## src/rtl/bcd_timer_ctrl.sv

```systemverilog
// Sequencing controller for a cascaded BCD counter chain.
// Drives the chain's clear/load/enable pins, prescales CLK into count ticks,
// and compares the chain value against a target (one-shot or auto-reload).
module bcd_timer_ctrl #(
    parameter int unsigned DIGITS   = 2,
    parameter int unsigned PRESCALE = 10
) (
    input  logic                  CLK,
    input  logic                  CLR_N,
    input  logic                  CMD_CLEAR,
    input  logic                  CMD_LOAD,
    input  logic                  CMD_START,
    input  logic                  CMD_STOP,
    input  logic                  AUTO_RELOAD,
    input  logic [4*DIGITS-1:0]   PRE_VAL,
    input  logic [4*DIGITS-1:0]   TARGET,
    input  logic [4*DIGITS-1:0]   Q_IN,
    output logic                  CNT_CLR,
    output logic                  CNT_LD,
    output logic [4*DIGITS-1:0]   CNT_D,
    output logic                  CNT_ENP,
    output logic                  CNT_ENT,
    output logic                  MATCH,
    output logic                  DONE,
    output logic                  CFG_ERR,
    output logic [2:0]            STATE
);

    typedef enum logic [2:0] {
        StIdle   = 3'd0,
        StRun    = 3'd1,
        StPause  = 3'd2,
        StReload = 3'd3,
        StDone   = 3'd4
    } state_e;

    // Prescaler is sized for the largest legal PRESCALE (65535).
    localparam logic [15:0] PRESC_MAX = 16'(PRESCALE - 1);

    state_e                state_q;
    logic [15:0]           presc_q;
    logic                  cnt_clr_q;
    logic                  cnt_ld_q;
    logic [4*DIGITS-1:0]   cnt_d_q;
    logic                  cnt_enp_q;
    logic                  cnt_ent_q;
    logic                  match_q;
    logic                  done_q;

    logic                  digit_err;
    logic                  start_ok;
    logic                  at_target;
    logic                  presc_last;

    // Flag any preset or target digit outside 0..9.
    always_comb begin
        digit_err = 1'b0;
        for (int i = 0; i < int'(DIGITS); i++) begin
            if ((PRE_VAL[4*i +: 4] > 4'd9) || (TARGET[4*i +: 4] > 4'd9)) begin
                digit_err = 1'b1;
            end
        end
    end

    // Auto-reload with preset == target would match forever without counting.
    assign CFG_ERR = digit_err | (AUTO_RELOAD & (PRE_VAL == TARGET));

    // STOP outranks START, so a simultaneous STOP blocks a start in any state.
    assign start_ok   = CMD_START & ~CMD_STOP & ~CFG_ERR;
    assign at_target  = (Q_IN == TARGET);
    assign presc_last = (presc_q == PRESC_MAX);

    // Controller FSM with prescaler and registered chain-control outputs.
    always_ff @(posedge CLK or negedge CLR_N) begin
        if (!CLR_N) begin
            state_q   <= StIdle;
            presc_q   <= '0;
            cnt_clr_q <= 1'b0;
            cnt_ld_q  <= 1'b0;
            cnt_d_q   <= '0;
            cnt_enp_q <= 1'b0;
            cnt_ent_q <= 1'b0;
            match_q   <= 1'b0;
            done_q    <= 1'b0;
        end else begin
            // Pulse outputs default low every cycle.
            cnt_clr_q <= 1'b0;
            cnt_ld_q  <= 1'b0;
            cnt_d_q   <= '0;
            cnt_enp_q <= 1'b0;
            match_q   <= 1'b0;

            if (CMD_CLEAR) begin
                state_q   <= StIdle;
                presc_q   <= '0;
                cnt_clr_q <= 1'b1;
                cnt_ent_q <= 1'b0;
                done_q    <= 1'b0;
            end else if (CMD_LOAD) begin
                state_q   <= StIdle;
                presc_q   <= '0;
                cnt_ld_q  <= 1'b1;
                cnt_d_q   <= PRE_VAL;
                cnt_ent_q <= 1'b0;
                done_q    <= 1'b0;
            end else begin
                unique case (state_q)
                    StIdle, StDone: begin
                        if (start_ok) begin
                            state_q   <= StRun;
                            presc_q   <= '0;
                            cnt_ent_q <= 1'b1;
                            done_q    <= 1'b0;
                        end
                    end

                    StPause: begin
                        // Resume keeps the prescaler phase.
                        if (start_ok) begin
                            state_q   <= StRun;
                            cnt_ent_q <= 1'b1;
                        end
                    end

                    StRun: begin
                        if (CMD_STOP) begin
                            state_q   <= StPause;
                            cnt_ent_q <= 1'b0;
                        end else if (at_target) begin
                            // Match wins over a tick so the chain is never over-counted.
                            match_q   <= 1'b1;
                            cnt_ent_q <= 1'b0;
                            if (AUTO_RELOAD) begin
                                state_q  <= StReload;
                                cnt_ld_q <= 1'b1;
                                cnt_d_q  <= PRE_VAL;
                                presc_q  <= '0;
                            end else begin
                                state_q <= StDone;
                                done_q  <= 1'b1;
                            end
                        end else if (presc_last) begin
                            presc_q   <= '0;
                            cnt_enp_q <= 1'b1;
                        end else begin
                            presc_q <= presc_q + 16'd1;
                        end
                    end

                    StReload: begin
                        // Single cycle while the chain takes the preset; no compare.
                        state_q   <= StRun;
                        cnt_ent_q <= 1'b1;
                    end

                    default: begin
                        state_q   <= StIdle;
                        presc_q   <= '0;
                        cnt_ent_q <= 1'b0;
                        done_q    <= 1'b0;
                    end
                endcase
            end
        end
    end

    assign CNT_CLR = cnt_clr_q;
    assign CNT_LD  = cnt_ld_q;
    assign CNT_D   = cnt_d_q;
    assign CNT_ENP = cnt_enp_q;
    assign CNT_ENT = cnt_ent_q;
    assign MATCH   = match_q;
    assign DONE    = done_q;
    assign STATE   = state_q;

endmodule
```

## config.mk

```make
export PLATFORM = sky130hd
export DESIGN_NAME = bcd_timer_ctrl
export DESIGN_NICKNAME = d
export VERILOG_FILES = /design/src/rtl/bcd_timer_ctrl.sv
export SDC_FILE = /design/constraint.sdc
export NUM_CORES = 1
export LEC_CHECK = 0
export BUFFER_PORTS_ARGS = -buffer_cell sky130_fd_sc_hd__buf_2
export CAP_MARGIN = 10
export CELL_PAD_IN_SITES_DETAIL_PLACEMENT = 0
export CELL_PAD_IN_SITES_GLOBAL_PLACEMENT = 1
export CORE_AREA = 3 3 99 63
export CTS_BUF_LIST = sky130_fd_sc_hd__clkbuf_2 sky130_fd_sc_hd__clkbuf_4 sky130_fd_sc_hd__clkbuf_8
export DETAILED_ROUTE_END_ITERATION = 6
export DIE_AREA = 0 0 102 66
export GPL_TIMING_DRIVEN = 1
export PLACE_DENSITY_LB_ADDON = 0.1
export SKIP_LAST_GASP = 1
export SLEW_MARGIN = 15
export SYNTH_ARGS = -nofsm -noshare
export SYNTH_HDL_FRONTEND = slang
export SYNTH_SLANG_ARGS = --single-unit
```

## constraint.sdc

```tcl
create_clock -name CLK -period 2 [get_ports CLK]
set_clock_uncertainty 0.2 [all_clocks]
set_input_delay 0.1 -clock CLK [delete_from_list [all_inputs] [get_ports CLK]]
set_output_delay 0.1 -clock CLK [all_outputs]
set_load 0.05 [all_outputs]
```

-- After elaboration in Yosys (flattened, before gate mapping)
Cells that the tools add are included.
- bits of input ports: 31
- register bits: 33
- word-level logic and storage cells: 98
- output and inout port bits: 18
- bitwise gates (word level): 6
- order comparisons: 4
- $add $sub $neg: 1
- equal/unequal tests: 15
- reduce and logical (&&, ||, !) cells: 9
- multiplexer cells: 54
- operator list (cell ; number):
    $mux W16 ; 7
    $mux W8 ; 6
    $pmux W16 S3 ; 1
    $mux W1 ; 31
    $mux W3 ; 6
    $add A16 B1 Y16 const B ; 1
    $eq A16 B4 Y1 const B ; 1
    $eq A8 B8 Y1 ; 2
    $gt A4 B4 Y1 const B ; 4
    $ne A4 B4 Y1 const B ; 4
    $ne A5 B5 Y1 const B ; 2
    $pmux W3 S3 ; 1
    $eq A3 B2 Y1 const B ; 2
    $pmux W1 S3 ; 2
    $reduce_and A5 Y1 ; 1
    $ne A4 B1 Y1 const B ; 1
    $reduce_and A4 Y1 ; 1
    $reduce_or A2 Y1 ; 2
    $and A1 B1 Y1 ; 3
    $eq A3 B1 Y1 const B ; 1
    $eq A3 B3 Y1 const B ; 1
    $logic_not A3 Y1 ; 1
    $ne A3 B1 Y1 const B ; 1
    $reduce_or A3 Y1 ; 1
    4 further kinds ; 6

-- Depth between registers and ports, before layout
Gate-level depths: netlist of the first run.
- word-level depth: 11
- mapped depth: 8
- mapped depth without buffers: 7

-- Least setup slack after synthesis of the first run
Ideal clock, no wire load.
- kind: input to register
- start point: input port TARGET[6]
- end point: register state_q[0], in the netlist STATE[0]
- data required time: 1.654 ns
- library setup time: 0.146 ns
- stages: 5
- path buffers: 0
- slack: -0.400 ns
- arrival: 2.054 ns
- path through: xnor2_1 > nand4_1 > o31ai_1 > or3_1 > o311ai_0
- cells in the longest elaborated chain, start to end: 8
- elaborated cells on any way between the ends: 12
- those cells by class: 1 x order compare; 4 x eq/ne; 1 x mux; 4 x bitwise; 2 x reduce/logical
- ends and longest elaborated chain (item ; line ; source):
    start: declaration ; 16 ; input logic [4*DIGITS-1:0] TARGET,
    $gt A4 B4 Y1 ; 59 ; if ((PRE_VAL[4*i +: 4] > 4'd9) || (TARGET[4*i +: 4] > 4'd9)) begin
    $logic_or A1 B1 Y1 ; 59 ;
    $mux W1 ; 59 ;
    $or A1 B1 Y1 (*) ; 66 ; assign CFG_ERR = digit_err | (AUTO_RELOAD & (PRE_VAL == TARGET));
    net CFG_ERR ; 25 ; output logic CFG_ERR,
    $not A1 Y1 (*) ; 69 ; assign start_ok = CMD_START & ~CMD_STOP & ~CFG_ERR;
    $and A1 B1 Y1 (*) ; 69 ;
    $ne A4 B1 Y1 (no source line) (*) ; - ;
    $reduce_and A2 Y1 (no source line) (*) ; - ;
    end signal: assignment ; 76 ; state_q <= StIdle;
    end signal: assignment ; 94 ; state_q <= StIdle;
    end signal: assignment ; 100 ; state_q <= StIdle;
    end: declaration ; 40 ; state_e state_q;
Mark *: on every way through the listed nets, which the timed path passes. The rest lies on a longest branch.
A chain may end at the register's enable or synchronous reset.

-- Worst setup path in the final report of the first run
- start point: register state_q[2], in the netlist STATE[2]
- end point: register presc_q[9]
- cells in the longest elaborated chain, start to end: 5
- elaborated cells on any way between the ends: 15
- those cells by class: 8 x eq/ne; 3 x mux; 4 x reduce/logical
- ends and longest elaborated chain (item ; line ; source):
    $eq A3 B2 Y1 (tied with other cells) ; 107 ; unique case (state_q)
    $reduce_or A2 Y1 (on tied branches) ; - ;
    $pmux W16 S3 ; 107 ;
    $mux W16 ; 99 ; end else if (CMD_LOAD) begin
    $mux W16 ; 93 ; if (CMD_CLEAR) begin
    end signal: assignment ; 146 ; presc_q <= presc_q + 16'd1;
    end: declaration ; 41 ; logic [15:0] presc_q;
Several ways; a longest one is shown, not always the timed one.

==> results of run 1 <==
## kinds of logic (layout without fill, tap and decap cells)
kind of cell | Yosys count | in the layout | synth area share (%)
flops | 33 | 33 | 40.5
simple gates | 84 | 84 | 25.7
buf+inv | 16 | 150 | 4.42
fa+ha+maj | 2 | 2 | 1.23
compound gates | 48 | 48 | 20.3
mux | 2 | 2 | 0.983
xor+xnor | 16 | 16 | 6.88
## per-stage QoR
| step | TNS (ns) | worst slack [ns] |
|---|---|---|
| 4_1_cts | -1.62 | -0.104 |
| 2_1_floorplan | -1.50 | -0.139 |
| 3_5_place_dp | -4.19 | -0.323 |
| 5_1_grt | -2.58 | -0.206 |
| 3_3_place_gp | -4.60 | -0.338 |
| 6_report | -0.945 | -0.117 |
## flip-flops by register name, summed over array words and instances (netlist names)
register,flops
CNT_CLR,1
CNT_D,8
CNT_ENP,1
CNT_ENT,1
CNT_LD,1
DONE,1
MATCH,1
STATE,3
presc_q,16
## report_power, final
part	internal (mW)	switching, mW
combinational	0.123	0.154
sequential	0.676	0.00266
clock	0.311	0.263
total	1.11	0.419
## worst max path at each step
stage	to	slack, ns	depth (start not counted)
6_report	presc_q[9]$_DFFE_PN0P_	-0.12	10
5_1_grt	presc_q[9]$_DFFE_PN0P_	-0.21	8
4_1_cts	presc_q[8]$_DFFE_PN0P_	-0.10	9
3_5_place_dp	presc_q[0]$_DFFE_PN0P_	-0.32	7
3_3_place_gp	presc_q[9]$_DFFE_PN0P_	-0.34	8
2_1_floorplan	presc_q[14]$_DFFE_PN0P_	-0.14	5
## layer usage
| metal | vias to the layer above | share of wire, % |
|---|---|---|
| met5 | - | 0 |
| met4 | 0 | 0.64 |
| met3 | 4 | 4.6 |
| met2 | 49 | 44 |
| met1 | 1072 | 51 |
| li1 | 1033 | - |
## cell usage in the layout (no fill, tap or decap), types with 5 or more instances in the layout
master | netlist | final
sky130_fd_sc_hd__buf_6 | 3 | 17
sky130_fd_sc_hd__buf_4 | 2 | 51
sky130_fd_sc_hd__nand4_1 | 6 | 6
sky130_fd_sc_hd__nor2_1 | 10 | 8
sky130_fd_sc_hd__nand2_1 | 12 | 10
sky130_fd_sc_hd__clkbuf_8 | 0 | 7
sky130_fd_sc_hd__o21ai_0 | 7 | 6
sky130_fd_sc_hd__inv_1 | 11 | 10
sky130_fd_sc_hd__nand3_2 | 0 | 5
sky130_fd_sc_hd__nor3_1 | 6 | 5
sky130_fd_sc_hd__xnor2_1 | 16 | 16
sky130_fd_sc_hd__a31oi_2 | 7 | 9
sky130_fd_sc_hd__dfrtp_1 | 33 | 30
sky130_fd_sc_hd__nand3_1 | 13 | 7
sky130_fd_sc_hd__and2_1 | 8 | 7
sky130_fd_sc_hd__dlygate4sd3_1 | 0 | 11
sky130_fd_sc_hd__buf_2 | 0 | 47
## final cells by class
type	count	share of cell area, %
Sequential cell	33	23.5
Clock inverter	1	0.142
Tap cell	69	2.45
Inverter	11	1.17
Timing Repair Buffer	131	28.6
Multi-Input combinational cell	152	41.4
Clock buffer	7	2.73
## worst min-delay path, delay by kind of cell
family / cells / cell delay, ns
buffers and inverters: 2 / 0.24
AND/OR/NAND/NOR: 2 / 0.18
## timing repair
action / in CTS / in global routing
endpoints found under the setup margin: 18 / 31
setup buffers: 10 / 13
pin swaps: 15 / 11
hold endpoints to repair: 43 / 0
hold buffers: 11 / 0
gates cloned: 1 / 1
resized for setup: 45 / 41
==> impl_results.md, run 1 <==
* Count of warnings emitted by yosys at 0
* Wire length of the first global-routing pass at about 11000 um
* Startpoint kind of the worst setup timing path: flop
* Via count normalized by instance count at 5.34
* RePlAce Congestion at approximately 0.8
* Crit path capture type: flop
* Synth Register Bits at 33
* Data arrival at the endpoint of the critical path at around 2.1 ns
* Final number of setup-violating endpoints at 13
* Number of nets still failing antenna checks after routing at 0
* Number of enable flip-flop cells after synthesis at 0
* Number of global-route vias before repair at roughly 2.0k
* Cell area after layout at between 3000 and 4000 um^2
* Data required time of the worst path at approximately 2.0 ns
* Worst-case register-to-register setup slack at -0.12 ns
* Post-route DRC violation count at 0
* Chain of cells forming the critical path: nor3_4 -> buf_4 -> nand3b_1 -> buf_6 -> a211oi_4 -> buf_12 -> buf_8 -> nand2_8 -> buf_6 -> o22ai_1
* Syn Inst Count at approximately 200
* Part of the cycle the worst path needs at 106%
* Most used standard cells in the synthesized netlist: sky130_fd_sc_hd__dfrtp_1, sky130_fd_sc_hd__xnor2_1, sky130_fd_sc_hd__nand3_1
* Top achievable clock speed at 472 MHz
* Worst setup path startpoint: STATE[2]$_DFFE_PN0P_
* Worst rel slew slack at 48.0%
* Flip-flop and latch area at between 800 and 900 um^2
* Cell depth of the worst hold path at 4
* Area of the die at between 6000 and 7000 um^2
* Starting Density at a little under two fifths
* Cell with the biggest individual delay on the critical path: sky130_fd_sc_hd__dfrtp_2
* Post-synthesis average cell area at 10.1 um^2
* Final setup slack of the worst path at -0.117 ns
* Max clock buf depth at 2
* Number of buffers and inverters on the critical path at 5
* Share of flip-flops with an asynchronous set or reset after synthesis at between 90% and 100%
* CTS root buffer: sky130_fd_sc_hd__clkbuf_8
* Share of the core filled with cells in the final layout at about 65%
* Depth of the worst register-to-register path at 10
* Die outline height at 66 um
* Aggregate global-route resource usage at between 20% and 30%
* Peak fanout along the critical path at 4
* Classification of the worst-slack hold path: primary input to flop
* Syn nets at ~230
* Setup repair after global routing missed its margin: true
* Port buffer count at 48
* Run status: finished with violations
* Terminating pin of the worst hold path: MATCH$_DFF_PN0_
* Iteration-0 DRC count of the detailed router at ~160
* Pin count of the biggest net entering global routing at 34
* M2 GR Usage at a little over a quarter
* Post-synthesis instance area at around 2000 um^2
* GRT Residual Overflow at 0
* Endpoint of the worst-slack reg-to-reg timing path: presc_q[9]$_DFFE_PN0P_
* Routed wirelength normalized by instance count at about 18 um
* Number of search-and-repair iterations in the first detailed-routing pass at 4
* Synthesis-to-layout area growth at 73.2%
* Total Power Consumption at 1.53 mW
* Sinks on Clock Net at 33
* GRT met3 Usage at between 4 and 5%
* Proportion of synthesized chip area in sequential cells at between 40% and 50%
* Max-capacitance violation count at 0
* Worst min-delay path startpoint: CMD_LOAD
* Finished Layout Cells at a little over 400
* Hpwl dp at ~4700 um
* Worst hold slack at around 0.068 ns
* Routed via count at 2158
* Die W at slightly above 100 um
* Fraction of layout instances using a drive strength above 1 at around 57%
* Leakage power at 1.56 nW
* Clock slew seen by the registers of the worst setup and hold paths at 0.07 ns
* Setup Crit Path Kind: flop to flop
* Initial antenna violation count at 0
* Total Routed Length at 7080 um
* Final hold vios at 0
* Cell area after placement at 2730 um^2
* Filler Cell Count at 430
* Number of standard-cell rows in the floorplan at 21
* Maximum vdd ir drop at a little over 0.4 mV
* Slowest Stage Delay on Critical Path at 0.43 ns
* Largest cells by area after synthesis: sky130_fd_sc_hd__dfrtp_1, sky130_fd_sc_hd__xnor2_1, sky130_fd_sc_hd__a31oi_2
* Met1 global-route usage at between 30% and 40%
* Worst skew pair latency at approximately 0.29 ns
* CP delay by family, top: buffers and inverters
* Deepest level of the CTS H-tree at 2
* Core box area at about 5500 um^2
* Number of top-level pins at 49
* Total power density per cell area at 434 nW/um^2
* Count of distinct cell types in the synthesized netlist at 50
* Startpoint of the worst-slack reg-to-reg timing path: STATE[2]$_DFFE_PN0P_
* TritonCTS clock tree: done
* Most common flop cell mapped by yosys: sky130_fd_sc_hd__dfrtp_1
* Placed cell count at approximately 360
* Top cell type's share of synthesized area at approximately 41%
* Multi-input gate area at between 1000 and 1500 um^2
* Ant diodes at 0
* Layout Nets at approximately 370
* Most congested layer reported by global routing: met1
* Final min period at around 2.1 ns
* Cell seen most often among critical-path stages: sky130_fd_sc_hd__buf_6
* Max-slew violation count at 0
* Violated checks: setup timing
* Number of buffers created by CTS at 5
* Most common cell in the synthesized netlist: sky130_fd_sc_hd__dfrtp_1
* Library cell occupying the most area in the post-synthesis netlist: sky130_fd_sc_hd__dfrtp_1
* Worst Tran Pin Value at around 0.78 ns
No activity file was read; power rests on OpenSTA's default activity.
==> inputs of run 2 (changes only) <==
- SKIP_CTS_REPAIR_TIMING: not set -> 1
==> impl_results.md, run 2 (synthesis gave the netlist of run 1 again) <==
* Max-slew violation count at 0
* RePlAce Congestion at approximately 0.8
* Share of the core filled with cells in the final layout at 60.5%
* Number of top-level pins at 49
* Setup Crit Path Kind: flop to flop
* Sinks on Clock Net at 33
* CTS root buffer: sky130_fd_sc_hd__clkbuf_8
* Worst hold slack at 0.0675 ns
* Total Power Consumption at 1.51 mW
* Top reg by flops: presc_q
* Max-capacitance violation count at 0
* Number of global-route vias before repair at about 1.8k
* Number of nets still failing antenna checks after routing at 0
* Post-route DRC violation count at 0
* Initial antenna violation count at 0
* Internal power at about 1.1 mW
* Aggregate global-route resource usage at between 10% and 20%
* Final total negative setup slack at -1.84 ns
* Filler Cell Count at around 490
* Maximum vdd ir drop at 0.404 mV
* Finished Layout Cells at between 300 and 400
* Startpoint kind of the worst setup timing path: flop
* Iteration-0 DRC count of the detailed router at ~150
* Number of search-and-repair iterations in the first detailed-routing pass at 4
* Clock power frac at a little under two fifths
* Synthesis-to-layout area growth at 62.2%
* Switching power share of the total at between 20% and 30%
* Part of the cycle the worst path needs at 108%
* Port buffer count at 48
* Via count normalized by instance count at around 5.3
* Final hold vios at 0
* Worst rel slew slack at 47.3%
* Total length of routed met2 wires at between 2000 and 3000 um
* Sequential power share at between 40 and 50%
* Die W at between 100 and 150 um
* Total power density per cell area at ~460 nW/um^2
* Number of flip-flops in the largest register at 16
* Core box area at around 5500 um^2
* Area of the die at between 6000 and 7000 um^2
* Most frequent standard cell in the layout excluding fill and tap cells: sky130_fd_sc_hd__buf_4
* Final setup slack of the worst path at -0.168 ns
* Clock slew seen by the registers of the worst setup and hold paths at roughly 0.070 ns
* Number of buffers created by CTS at 5
* Most used cells in the layout excluding fill and tap cells: sky130_fd_sc_hd__buf_4, sky130_fd_sc_hd__buf_2, sky130_fd_sc_hd__dfrtp_1
* Die outline height at 66 um
* Setup repair after global routing missed its margin: true
* Crit path capture type: flop
* Combinational fraction of design power at 17.6%
* Top achievable clock speed at 461 MHz
* TritonCTS clock tree: done
* Deepest level of the CTS H-tree at 2
* Ant diodes at 0
* Starting Density at ~37%
* Routed wirelength normalized by instance count at between 15 and 20 um
* Hpwl dp at between 4000 and 5000 um
* Final min period at approximately 2.2 ns
* Wl on met1 at between 3000 and 4000 um
* Leakage power at 1.46 nW
* Data arrival at the endpoint of the critical path at around 2.2 ns
* Classification of the worst-slack hold path: primary input to flop
* Wire length of the first global-routing pass at approximately 9600 um
* Routed via count at about 2.1k
* Met3 wire length at approximately 390 um
* Max clock buf depth at 2
* Peak fanout along the critical path at 7
* Pin count of the biggest net entering global routing at 34
* Highest routed metal layer: met4
* Worst skew pair latency at around 0.29 ns
* Violated checks: setup timing
* Worst Tran Pin Value at between 0.7 and 0.8 ns
* Layout Nets at 360
* GRT Residual Overflow at 0
* Data required time of the worst path at just under 2 ns
* Final number of setup-violating endpoints at 20
* Placed cell count at 364
* Fraction of layout instances using a drive strength above 1 at 54.3%
* Net load switching power at just over 0.4 mW
* Run status: finished with violations
* Total Routed Length at roughly 6600 um
* Number of standard-cell rows in the floorplan at 21
## run 2: changes by cell type in the layout (fill, tap and decap cells not counted), sizes merged
cell and delta:
dlygate4sd3 -1, buf -7, clkbuf +1
## run 2: path summary, 6_finish.rpt
path | slack, ns | cells past startpoint | start | end
max in group asynchronous | 0.82 | 2 | CLR_N | STATE[1]$_DFFE_PN0P_
min in group asynchronous | 0.23 | 2 | CLR_N | CNT_D[6]$_DFF_PN0_
setup / recovery | -0.17 | 9 | STATE[2]$_DFFE_PN0P_ | presc_q[13]$_DFFE_PN0P_
hold / removal | 0.07 | 4 | CMD_LOAD | MATCH$_DFF_PN0_
setup reg to reg | -0.17 | 9 | STATE[2]$_DFFE_PN0P_ | presc_q[13]$_DFFE_PN0P_
hold reg to reg | 0.36 | 1 | DONE$_DFFE_PN0P_ | DONE$_DFFE_PN0P_
## run 2: power by group through the flow
stage	clock network [mW]	logic [mW]	registers (mW)
after global routing	0.618	0.286	0.679
after floorplan	0	0.0879	0.723
after CTS	0.584	0.228	0.678
after global placement	0	0.228	0.691
after detailed placement	0	0.228	0.691
final	0.567	0.266	0.678
## run 2: worst max-delay path: stages, from the launching register on
cell	delay [ns]
sky130_fd_sc_hd__dfrtp_2	0.43
sky130_fd_sc_hd__nor3_4	0.16
sky130_fd_sc_hd__buf_4	0.15
sky130_fd_sc_hd__nand3b_1	0.08
sky130_fd_sc_hd__buf_6	0.14
sky130_fd_sc_hd__a211oi_4	0.28
sky130_fd_sc_hd__buf_12	0.17
sky130_fd_sc_hd__buf_8	0.11
sky130_fd_sc_hd__nand2_8	0.06
sky130_fd_sc_hd__o311ai_4	0.27
## run 2: stage by stage
stage | instance area [um^2] | worst slack (ns)
finish | 3300 | -0.168
global route | 3300 | -0.249
CTS | 2830 | -0.352
detailed placement | 2730 | -0.323
global placement | 2730 | -0.338
floorplan | 2050 | -0.139
## run 2: final cells by class
cell class,instances,area (um^2),share of cell area (%)
clock buffers,7,96.3,2.92
well taps,69,86.3,2.61
inverters,11,41.3,1.25
flip-flops and latches,33,830,25.1
repair buffers,124,923,27.9
multi-input cells,152,1320,40.0
clock inverters,1,5.00,0.151
## run 2: metal layers
layer	global-route usage (%)	vias to the layer above
li1	-	1018
met1	31.5	1021
met2	21.8	46
met3	4.64	4
met4	4.09	0
met5	0	-
